$ cat src/rtl/proc_ctrl_seq_if.sv
// proc_ctrl_seq_if: instruction handshake plus datapath control bundle for the control sequencer.
interface proc_ctrl_seq_if #(
    parameter int NREG = 4,
    parameter int IDXW = 3
);
    logic            start;
    logic [3:0]      func;
    logic [IDXW-1:0] rx;
    logic [IDXW-1:0] ry;
    logic            ready;
    logic            busy;
    logic            done;
    logic            err;
    logic            data_out;
    logic [NREG-1:0] r_in;
    logic [NREG-1:0] r_out;
    logic            add_sub;
    logic            rh_in;
    logic            rl_in;
    logic            rl_out;
    logic            as_enable;
    logic            logic_enable;
    logic [1:0]      alu_sel;

    modport master (
        output start, func, rx, ry,
        input  ready, busy, done, err, data_out, r_in, r_out, add_sub,
               rh_in, rl_in, rl_out, as_enable, logic_enable, alu_sel
    );

    modport slave (
        input  start, func, rx, ry,
        output ready, busy, done, err, data_out, r_in, r_out, add_sub,
               rh_in, rl_in, rl_out, as_enable, logic_enable, alu_sel
    );
endinterface

$ cat src/rtl/proc_ctrl_seq.sv
// proc_ctrl_seq: multi-cycle control sequencer; every output is a flop loaded from the next-state decode.
module proc_ctrl_seq #(
    parameter int NREG = 4,
    parameter int IDXW = 3
) (
    input  logic            clk,
    input  logic            rst_n,
    proc_ctrl_seq_if.slave  bus
);
    typedef enum logic [2:0] {IDLE, LD, MV, OPA, OPB, WB, ERR} state_t;

    state_t          state_q, state_d;
    logic [3:0]      func_q, func_d;
    logic [IDXW-1:0] rx_q, rx_d, ry_q, ry_d;
    logic [NREG-1:0] ohx_d, ohy_d, rin_q, rout_q;
    logic            ready_q, busy_q, done_q, err_q, dout_q;
    logic            add_sub_q, rh_q, rl_q, rlo_q, as_q, le_q;
    logic [1:0]      sel_q;
    logic            accept, bad, alu_d;

    assign accept = bus.start && ready_q;
    assign bad    = !(bus.func inside {[4'd1:4'd6]}) || int'(bus.rx) >= NREG ||
                    (bus.func != 4'd1 && int'(bus.ry) >= NREG);

    always_comb begin
        func_d  = func_q;
        rx_d    = rx_q;
        ry_d    = ry_q;
        state_d = state_q == OPA ? OPB : state_q == OPB ? WB : IDLE;
        if (accept) begin
            func_d  = bus.func;
            rx_d    = bus.rx;
            ry_d    = bus.ry;
            state_d = bad ? ERR : bus.func == 4'd1 ? LD : bus.func == 4'd2 ? MV : OPA;
        end
    end

    assign ohx_d = NREG'(1) << rx_d;
    assign ohy_d = NREG'(1) << ry_d;
    assign alu_d = state_d inside {OPA, OPB, WB};

    // Outputs are loaded from the upcoming state so they stay pure flops with no input path.
    always_ff @(posedge clk or negedge rst_n) begin
        if (!rst_n) begin
            state_q   <= IDLE;
            func_q    <= '0;
            rx_q      <= '0;
            ry_q      <= '0;
            ready_q   <= 1'b1;
            busy_q    <= 1'b0;
            done_q    <= 1'b0;
            err_q     <= 1'b0;
            dout_q    <= 1'b0;
            rin_q     <= '0;
            rout_q    <= '0;
            add_sub_q <= 1'b0;
            rh_q      <= 1'b0;
            rl_q      <= 1'b0;
            rlo_q     <= 1'b0;
            as_q      <= 1'b0;
            le_q      <= 1'b0;
            sel_q     <= 2'b00;
        end else begin
            state_q   <= state_d;
            func_q    <= func_d;
            rx_q      <= rx_d;
            ry_q      <= ry_d;
            ready_q   <= state_d inside {IDLE, LD, MV, WB};
            busy_q    <= state_d != IDLE;
            done_q    <= state_d inside {LD, MV, WB};
            err_q     <= state_d == ERR;
            dout_q    <= state_d == LD;
            rin_q     <= state_d inside {LD, MV, WB} ? ohx_d : '0;
            rout_q    <= state_d inside {MV, OPB} ? ohy_d : state_d == OPA ? ohx_d : '0;
            rh_q      <= state_d == OPA;
            rl_q      <= state_d == OPB;
            rlo_q     <= state_d == WB;
            add_sub_q <= alu_d && func_d == 4'd4;
            as_q      <= alu_d && func_d inside {4'd3, 4'd4};
            le_q      <= alu_d && func_d inside {4'd5, 4'd6};
            sel_q     <= alu_d ? {func_d inside {4'd5, 4'd6}, func_d inside {4'd4, 4'd6}} : 2'b00;
        end
    end

    assign bus.ready        = ready_q;
    assign bus.busy         = busy_q;
    assign bus.done         = done_q;
    assign bus.err          = err_q;
    assign bus.data_out     = dout_q;
    assign bus.r_in         = rin_q;
    assign bus.r_out        = rout_q;
    assign bus.add_sub      = add_sub_q;
    assign bus.rh_in        = rh_q;
    assign bus.rl_in        = rl_q;
    assign bus.rl_out       = rlo_q;
    assign bus.as_enable    = as_q;
    assign bus.logic_enable = le_q;
    assign bus.alu_sel      = sel_q;
endmodule

$ cat src/flat_wrapper.sv
// flat-port wrapper written by rule: the top's interface ports become plain ports
module proc_ctrl_seq_flat 
#(
    parameter int NREG = 4,
    parameter int IDXW = 3
)
  (clk, rst_n, bus_start, bus_func, bus_rx, bus_ry, bus_ready, bus_busy, bus_done, bus_err, bus_data_out, bus_r_in, bus_r_out, bus_add_sub, bus_rh_in, bus_rl_in, bus_rl_out, bus_as_enable, bus_logic_enable, bus_alu_sel);
  proc_ctrl_seq_if #(.NREG(NREG), .IDXW(IDXW)) bus_i ();
  input  logic clk;
  input  logic rst_n;
  input wire logic [$bits(bus_i.start)-1:0] bus_start;
  input wire logic [$bits(bus_i.func)-1:0] bus_func;
  input wire logic [$bits(bus_i.rx)-1:0] bus_rx;
  input wire logic [$bits(bus_i.ry)-1:0] bus_ry;
  output wire logic [$bits(bus_i.ready)-1:0] bus_ready;
  output wire logic [$bits(bus_i.busy)-1:0] bus_busy;
  output wire logic [$bits(bus_i.done)-1:0] bus_done;
  output wire logic [$bits(bus_i.err)-1:0] bus_err;
  output wire logic [$bits(bus_i.data_out)-1:0] bus_data_out;
  output wire logic [$bits(bus_i.r_in)-1:0] bus_r_in;
  output wire logic [$bits(bus_i.r_out)-1:0] bus_r_out;
  output wire logic [$bits(bus_i.add_sub)-1:0] bus_add_sub;
  output wire logic [$bits(bus_i.rh_in)-1:0] bus_rh_in;
  output wire logic [$bits(bus_i.rl_in)-1:0] bus_rl_in;
  output wire logic [$bits(bus_i.rl_out)-1:0] bus_rl_out;
  output wire logic [$bits(bus_i.as_enable)-1:0] bus_as_enable;
  output wire logic [$bits(bus_i.logic_enable)-1:0] bus_logic_enable;
  output wire logic [$bits(bus_i.alu_sel)-1:0] bus_alu_sel;
  assign bus_i.start = bus_start;
  assign bus_i.func = bus_func;
  assign bus_i.rx = bus_rx;
  assign bus_i.ry = bus_ry;
  assign bus_ready = bus_i.ready;
  assign bus_busy = bus_i.busy;
  assign bus_done = bus_i.done;
  assign bus_err = bus_i.err;
  assign bus_data_out = bus_i.data_out;
  assign bus_r_in = bus_i.r_in;
  assign bus_r_out = bus_i.r_out;
  assign bus_add_sub = bus_i.add_sub;
  assign bus_rh_in = bus_i.rh_in;
  assign bus_rl_in = bus_i.rl_in;
  assign bus_rl_out = bus_i.rl_out;
  assign bus_as_enable = bus_i.as_enable;
  assign bus_logic_enable = bus_i.logic_enable;
  assign bus_alu_sel = bus_i.alu_sel;
  proc_ctrl_seq #(.NREG(NREG), .IDXW(IDXW)) u_core (.clk(clk), .rst_n(rst_n), .bus(bus_i));
endmodule
$ cat config.mk
export PLATFORM = sky130hd
export DESIGN_NAME = proc_ctrl_seq_flat
export DESIGN_NICKNAME = d
export VERILOG_FILES = /design/src/rtl/proc_ctrl_seq_if.sv /design/src/rtl/proc_ctrl_seq.sv /design/src/flat_wrapper.sv
export SDC_FILE = /design/constraint.sdc
export NUM_CORES = 1
export LEC_CHECK = 0
export ABC_AREA = 1
export CAP_MARGIN = 0
export CORE_UTILIZATION = 35
export DETAILED_ROUTE_END_ITERATION = 7
export GPL_TIMING_DRIVEN = 0
export SETUP_SLACK_MARGIN = 0.1
export SYNTH_ARGS = -nofsm -noshare
export SYNTH_HDL_FRONTEND = slang
export SYNTH_SLANG_ARGS = --single-unit
$ cat constraint.sdc
create_clock -name clk -period 1.9 [get_ports clk]
set_input_delay 0.38 -clock clk [delete_from_list [all_inputs] [get_ports clk]]
set_output_delay 0.38 -clock clk [all_outputs]
set_load 0.01 [all_outputs]
Word level (Yosys, flattened, before mapping)
Cells that the tools add are included.
{"block": "classes", "add_sub_neg": 0, "mul": 0, "div_mod_pow": 0, "magnitude_cmp": 4, "eq_ne": 15, "n_shift": 2, "n_mux": 13, "bitwise_logic": 0, "reduce_logical": 18}
{"op": "3-bit 2-to-1 mux", "count": 7}
{"op": "4-bit 2-to-1 mux", "count": 4}
{"op": "3-bit equality test, second input constant", "count": 4}
{"op": "4-bit by 3-bit equality test with 1-bit output, second input constant", "count": 3}
{"op": "3-bit by 2-bit equality test with 1-bit output, second input constant", "count": 3}
{"op": "3-bit nonzero test", "count": 3}
{"op": "4-bit by 2-bit equality test with 1-bit output, second input constant", "count": 2}
{"op": "2-bit nonzero test", "count": 4}
{"op": "1-bit by 3-bit left shift with 4-bit output, first input constant", "count": 2}
{"op": "3-bit >= comparator, second input constant", "count": 2}
{"op": "1-bit logical AND", "count": 6}
{"op": "4-bit by 1-bit equality test with 1-bit output, second input constant", "count": 1}
{"op": "4-bit by 1-bit >= comparator with 1-bit output, second input constant", "count": 1}
{"op": "4-bit by 3-bit <= comparator with 1-bit output, second input constant", "count": 1}
{"op": "4-bit by 1-bit != test with 1-bit output, second input constant", "count": 1}
{"op": "4-bit nonzero test", "count": 1}
{"op": "3-bit by 1-bit equality test with 1-bit output, second input constant", "count": 1}
{"op": "3-bit zero test", "count": 1}
{"op": "1-bit logical OR", "count": 2}
{"op": "2-bit 2-to-1 mux", "count": 1}
{"op": "1-bit zero test", "count": 1}
{"op": "1-bit 2-to-1 mux", "count": 1}
{"block": "totals", "ff_bits": 34, "latchBits": 0, "ramBits": 0, "mem_bits_ro": 0, "input_bits": 13, "elab_cells": 70, "mem_count": 0}

Logic depth before layout (Yosys ltp)
{"block": "depth", "ltp_word": 10, "ltp_mapped": 11, "ltp_nobuf": 11}

Least setup slack after synthesis
No wires, ideal clock.
{"block": "synth_path", "kind": "reg2reg", "from": "register u_core.ready_q (netlist: u_core.bus.ready)", "to": "register u_core.rout_q[2] (netlist: u_core.bus.r_out[2])", "arrival_time_ns": 1.326, "t_required_ns": 1.784, "setup_slack_ns": 0.458, "stages_incl_launch_ff": 9, "path_cell_list": "dfstp_2 > nand2_2 > inv_2 > buf_6 > nand4_2 > nand3_2 > nand2_2 > nand2_1 > nand2_1"}
{"block": "synth_via", "elab_chain_len": 5}
{"item": "from (decl)", "line": "proc_ctrl_seq.sv:16", "rtl": "logic ready_q, busy_q, done_q, err_q, dout_q;"}
{"item": "from (signal assigned)", "line": "proc_ctrl_seq.sv:68", "rtl": "ready_q <= state_d inside {IDLE, LD, MV, WB};"}
{"item": "1-bit logical AND (*)", "line": "proc_ctrl_seq.sv:21", "rtl": "assign accept = bus.start && ready_q;"}
{"item": "3-bit 2-to-1 mux", "line": "proc_ctrl_seq.sv:30", "rtl": "if (accept) begin"}
{"item": "3-bit by 2-bit equality test with 1-bit output, or another cell as far along", "line": "proc_ctrl_seq.sv:74", "rtl": "rout_q <= state_d inside {MV, OPB} ? ohy_d : state_d == OPA ? ohx_d : '0;"}
{"item": "4-bit 2-to-1 mux or 2-bit nonzero test (tied branches)", "line": "proc_ctrl_seq.sv:74"}
{"item": "4-bit 2-to-1 mux (*)", "line": "proc_ctrl_seq.sv:74"}
{"item": "to (signal assigned)", "line": "proc_ctrl_seq.sv:74"}
{"item": "to (decl)", "line": "proc_ctrl_seq.sv:15", "rtl": "logic [NREG-1:0] ohx_d, ohy_d, rin_q, rout_q;"}
Mark *: on every way between the ends. The rest lies on a longest branch, timed or not.

Worst setup path after layout
{"block": "layout_path", "from": "input bus_func[3]", "to": "register u_core.rout_q[0] (netlist: u_core.bus.r_out[0])"}
{"block": "layout_via", "elab_chain_len": 10}
{"item": "from (decl)", "line": "flat_wrapper.sv:12", "rtl": "input wire logic [$bits(bus_i.func)-1:0] bus_func;"}
{"item": "4-bit by 1-bit >= comparator with 1-bit output or 4-bit by 3-bit <= comparator with 1-bit output (tied branches)", "line": "proc_ctrl_seq.sv:22", "rtl": "assign bad = !(bus.func inside {[4'd1:4'd6]}) || int'(bus.rx) >= NREG ||"}
{"item": "1-bit logical AND", "line": "proc_ctrl_seq.sv:22"}
{"item": "1-bit zero test", "line": "proc_ctrl_seq.sv:22"}
{"item": "1-bit logical OR (2 in a row)", "line": "proc_ctrl_seq.sv:22"}
{"item": "3-bit 2-to-1 mux (*)", "line": "proc_ctrl_seq.sv:34", "rtl": "state_d = bad ? ERR : bus.func == 4'd1 ? LD : bus.func == 4'd2 ? MV : OPA;"}
{"item": "3-bit 2-to-1 mux (*)", "line": "proc_ctrl_seq.sv:30"}
{"item": "3-bit by 2-bit equality test with 1-bit output or 3-bit equality test (tied branches)", "line": "proc_ctrl_seq.sv:74"}
{"item": "4-bit 2-to-1 mux or 2-bit nonzero test (tied branches)", "line": "proc_ctrl_seq.sv:74"}
{"item": "4-bit 2-to-1 mux (*)", "line": "proc_ctrl_seq.sv:74"}
Marks and branches as above.

==> key figures <==
Status
  • Status: finished clean

Finish
  • Multi-input gate area: 512 µm²
  • Area delta synth->final: 36.3%
  • Ant diodes: 0
  • Share of cells above drive strength 1: 0.215
  • Register Area: 827 µm²
  • Post-route cell area: 0.00195 mm²
  • Number of fill cells: 355
  • Layout Nets: 203

Floorplanning
  • Die Area: 0.00435 mm²
  • # IOs: 34
  • Die height: 65.9 µm
  • Die W: 65.9 µm
  • Starting Density: 0.376
  • Rows: 22
  • Core area: 0.00380 mm²

Critical path
  • Critical Path Sink Type: flop
  • Worst Setup Path Type: input pin to flop
  • Crit-path slowest cell: clkdlybuf4s50_1
  • Startpoint types: input pin
  • Top delay family on crit path: simple AND/OR/NAND/NOR gates
  • Worst EP arrival: 1820 ps
  • Critical path required time: 2080 ps
  • CP bufs+invs: 1
  • Slowest stage delay, CP: 470 ps
  • Top cell by count, worst path: nand2_1
  • Crit-path cells: clkdlybuf4s50_1, nor2_1, nand2_1, nor2_4, nand4_2, nand3_2, nand2_2, nand2_1, nand2_1
  • Critical path fanouts, max: 6

STA
  • Max Fclk: 612 MHz
  • Post-layout min period: 1630 ps
  • Tightest Pin Transition: 722 ps
  • Final Hold Fails: 0
  • Max-slew violation count: 0
  • Setup tns final: 0 ps
  • Final number of setup-violating endpoints: 0
  • Clk_skew: 6.32 ps
  • Unrepaired setup endpoints after global routing: no
  • Fin crit share: 0.860
  • Fin Hold WS: 145 ps
  • Relative slew slack: 0.518

Global routing
  • First-pass GRT wire length: 5060 µm
  • GR Overflow Total: 0
  • Gr usage total: 0.164
  • Vias in the first global route: 1146
  • Antenna violations before repair: 0
  • Largest net degree at the start of global routing: 34

Detailed routing
  • Via density: 4.49
  • Via count: 1073
  • Avg WL per Cell: 11.6 µm
  • M1 WL: 1170 µm
  • DRT Wirelength: 2770 µm
  • Antenna-violating nets left: 0
  • DR WL met3: 149 µm
  • Met2 WL: 1390 µm
  • Drt first pass iters: 4
  • Remaining DRCs: 0
  • Initial drt markers: 42
  • Highest metal used: met4

Synthesis
  • Cell count after synthesis: 150
  • Mapped Avg Cell Area: 9.53 µm²
  • Main area contributors after synthesis: dfrtp_1, nand2_1, nor2_1
  • Post-Syn Area: 0.00143 mm²
  • Largest area contributor in the netlist: dfrtp_1
  • Top cells by count, synth: dfrtp_1, nand2_1, nor2_1, inv_1, o21ai_2
  • Mapped Nets: 163
  • EDFF count, synth: 0
  • Synth Flop Type: dfrtp_1
  • Top cell type's share of synthesized area: 0.560
  • Count of different cell masters after synthesis: 24
  • Synth Register Bits: 33
  • Sequential element share of the synthesized area: 0.578
  • Cell with the most instances after synthesis: dfrtp_1
  • YS warnings: 0
  • Async SR Flop Fraction: 1.00

CTS
  • CTS tree: built
  • Hold-fix buffers at CTS: 0
  • CTS clock-pin slew for the worst setup and hold paths: 70 ps
  • CTS Buf Count: 5
  • Root buffer cell: clkbuf_8
  • Worst-Skew Late Latency: 290 ps
  • # clock sinks: 33
  • Htree depth: 2
  • Max Root-Sink Buffers: 2

Hold path
  • Hold WC Path Type: input pin to async pin

Power and ir drop
  • Total power draw: 2.62 mW
  • Max VDD drop: 0.640 mV
  • Leakage: 0.937 nW
  • PwrDens: 1340 mW/mm²

Run
  • Max Cap Viol: 0

Placement
  • I/O Buffers: 33
  • Placed cell area: 0.00182 mm²
  • Post-DP HPWL: 2080 µm
  • Placer Congestion: 0.771
[worst paths after layout]
path	startpoint	to	slack [ps]	depth (start not counted)
min	rst_n	u_core.bus.rl_out	150	1
max in group asynchronous	rst_n	u_core.bus.r_in[3]	1300	1
max reg2reg	u_core.bus.ready	u_core.bus.r_out[0]	290	8
max	bus_func[3]	u_core.bus.r_out[0]	270	9
min reg2reg	u_core.func_q[2]	u_core.func_q[2]	520	2
min in group clk	bus_func[1]	u_core.func_q[1]	500	3
[power by group]
| part | switching (mW) | total, mW | internal [mW] |
|---|---|---|---|
| Combinational | 0.551 | 0.959 | 0.408 |
| Clock | 0.252 | 0.679 | 0.427 |
| Sequential | 0.0599 | 0.982 | 0.922 |
| Total | 0.863 | 2.62 | 1.76 |
[worst reg2reg max path, delay by kind of cell, from the launching register on]
kind	cells	cell delay, ps
buffers and inverters	2	240
flip-flops	1	550
AND/OR/NAND/NOR	6	720
[layer usage]
| metal | vias up | GRT usage |
|---|---|---|
| met3 | 8 | 0.0741 |
| met1 | 495 | 0.176 |
| met5 | - | 0 |
| li1 | 543 | - |
| met2 | 27 | 0.267 |
| met4 | 0 | 0.0924 |
[cells by family (layout without fill, tap and decap cells)]
logic type	Yosys count	count (layout)	synth area share
and+or+nand+nor	78	78	0.260
DFF	33	33	0.578
buffers and inverters	23	64	0.0709
AOI/OAI and AO/OA	16	16	0.0910
[per-stage QoR]
stage	util	worst slack, ps	std cells
after detailed placement	0.478	-88.5	231
final	0.513	266	239
after floorplan	-	458	150
after CTS	0.509	127	239
after global routing	0.513	124	239
after global placement	0.479	-142	231
[area by class of cell]
cell class,instances,area share
Clock buffer,7,0.0443
Clock inverter,1,0.0154
Timing Repair Buffer,33,0.171
Buffer,3,0.0135
Inverter,20,0.0385
Tap cell,48,0.0308
Multi-Input combinational cell,94,0.263
Sequential cell,33,0.424
[registers in the layout (all words and copies together), names as in the netlist, 3 cells and up]
signal and flops:
u_core.bus.r_in 4, u_core.ry_q 3, u_core.func_q 4, u_core.bus.r_out 4, u_core.state_q 3, u_core.rx_q 3
[cell usage in the layout (no fill, tap or decap)]
master	count
inv_1	16
nand3_1	3
buf_6	1
nand4_2	1
or2_1	4
nor2_2	3
bufinv_16	1
nor3_2	1
or2_2	4
dfrtp_1	32
dfstp_2	1
buf_2	1
nand3b_1	1
o21bai_1	1
a21oi_1	1
dlymetal6s2s_1	3
nor2_4	1
nor2_1	19
clkbuf_1	1
nor3_1	4
clkbuf_8	6
a21oi_4	1
nand2_1	30
buf_4	2
inv_2	4
a21boi_1	4
nand2_4	1
nand3_2	1
o21ai_0	2
o21ai_2	7
nand2_2	5
clkdlybuf4s50_1	29
[timing repair]
action                                  CTS  global route
buffers inserted                          0             0
endpoints found under the setup margin    0            11
resized for setup                         0             5
No activity file was read; power rests on OpenSTA's default activity.
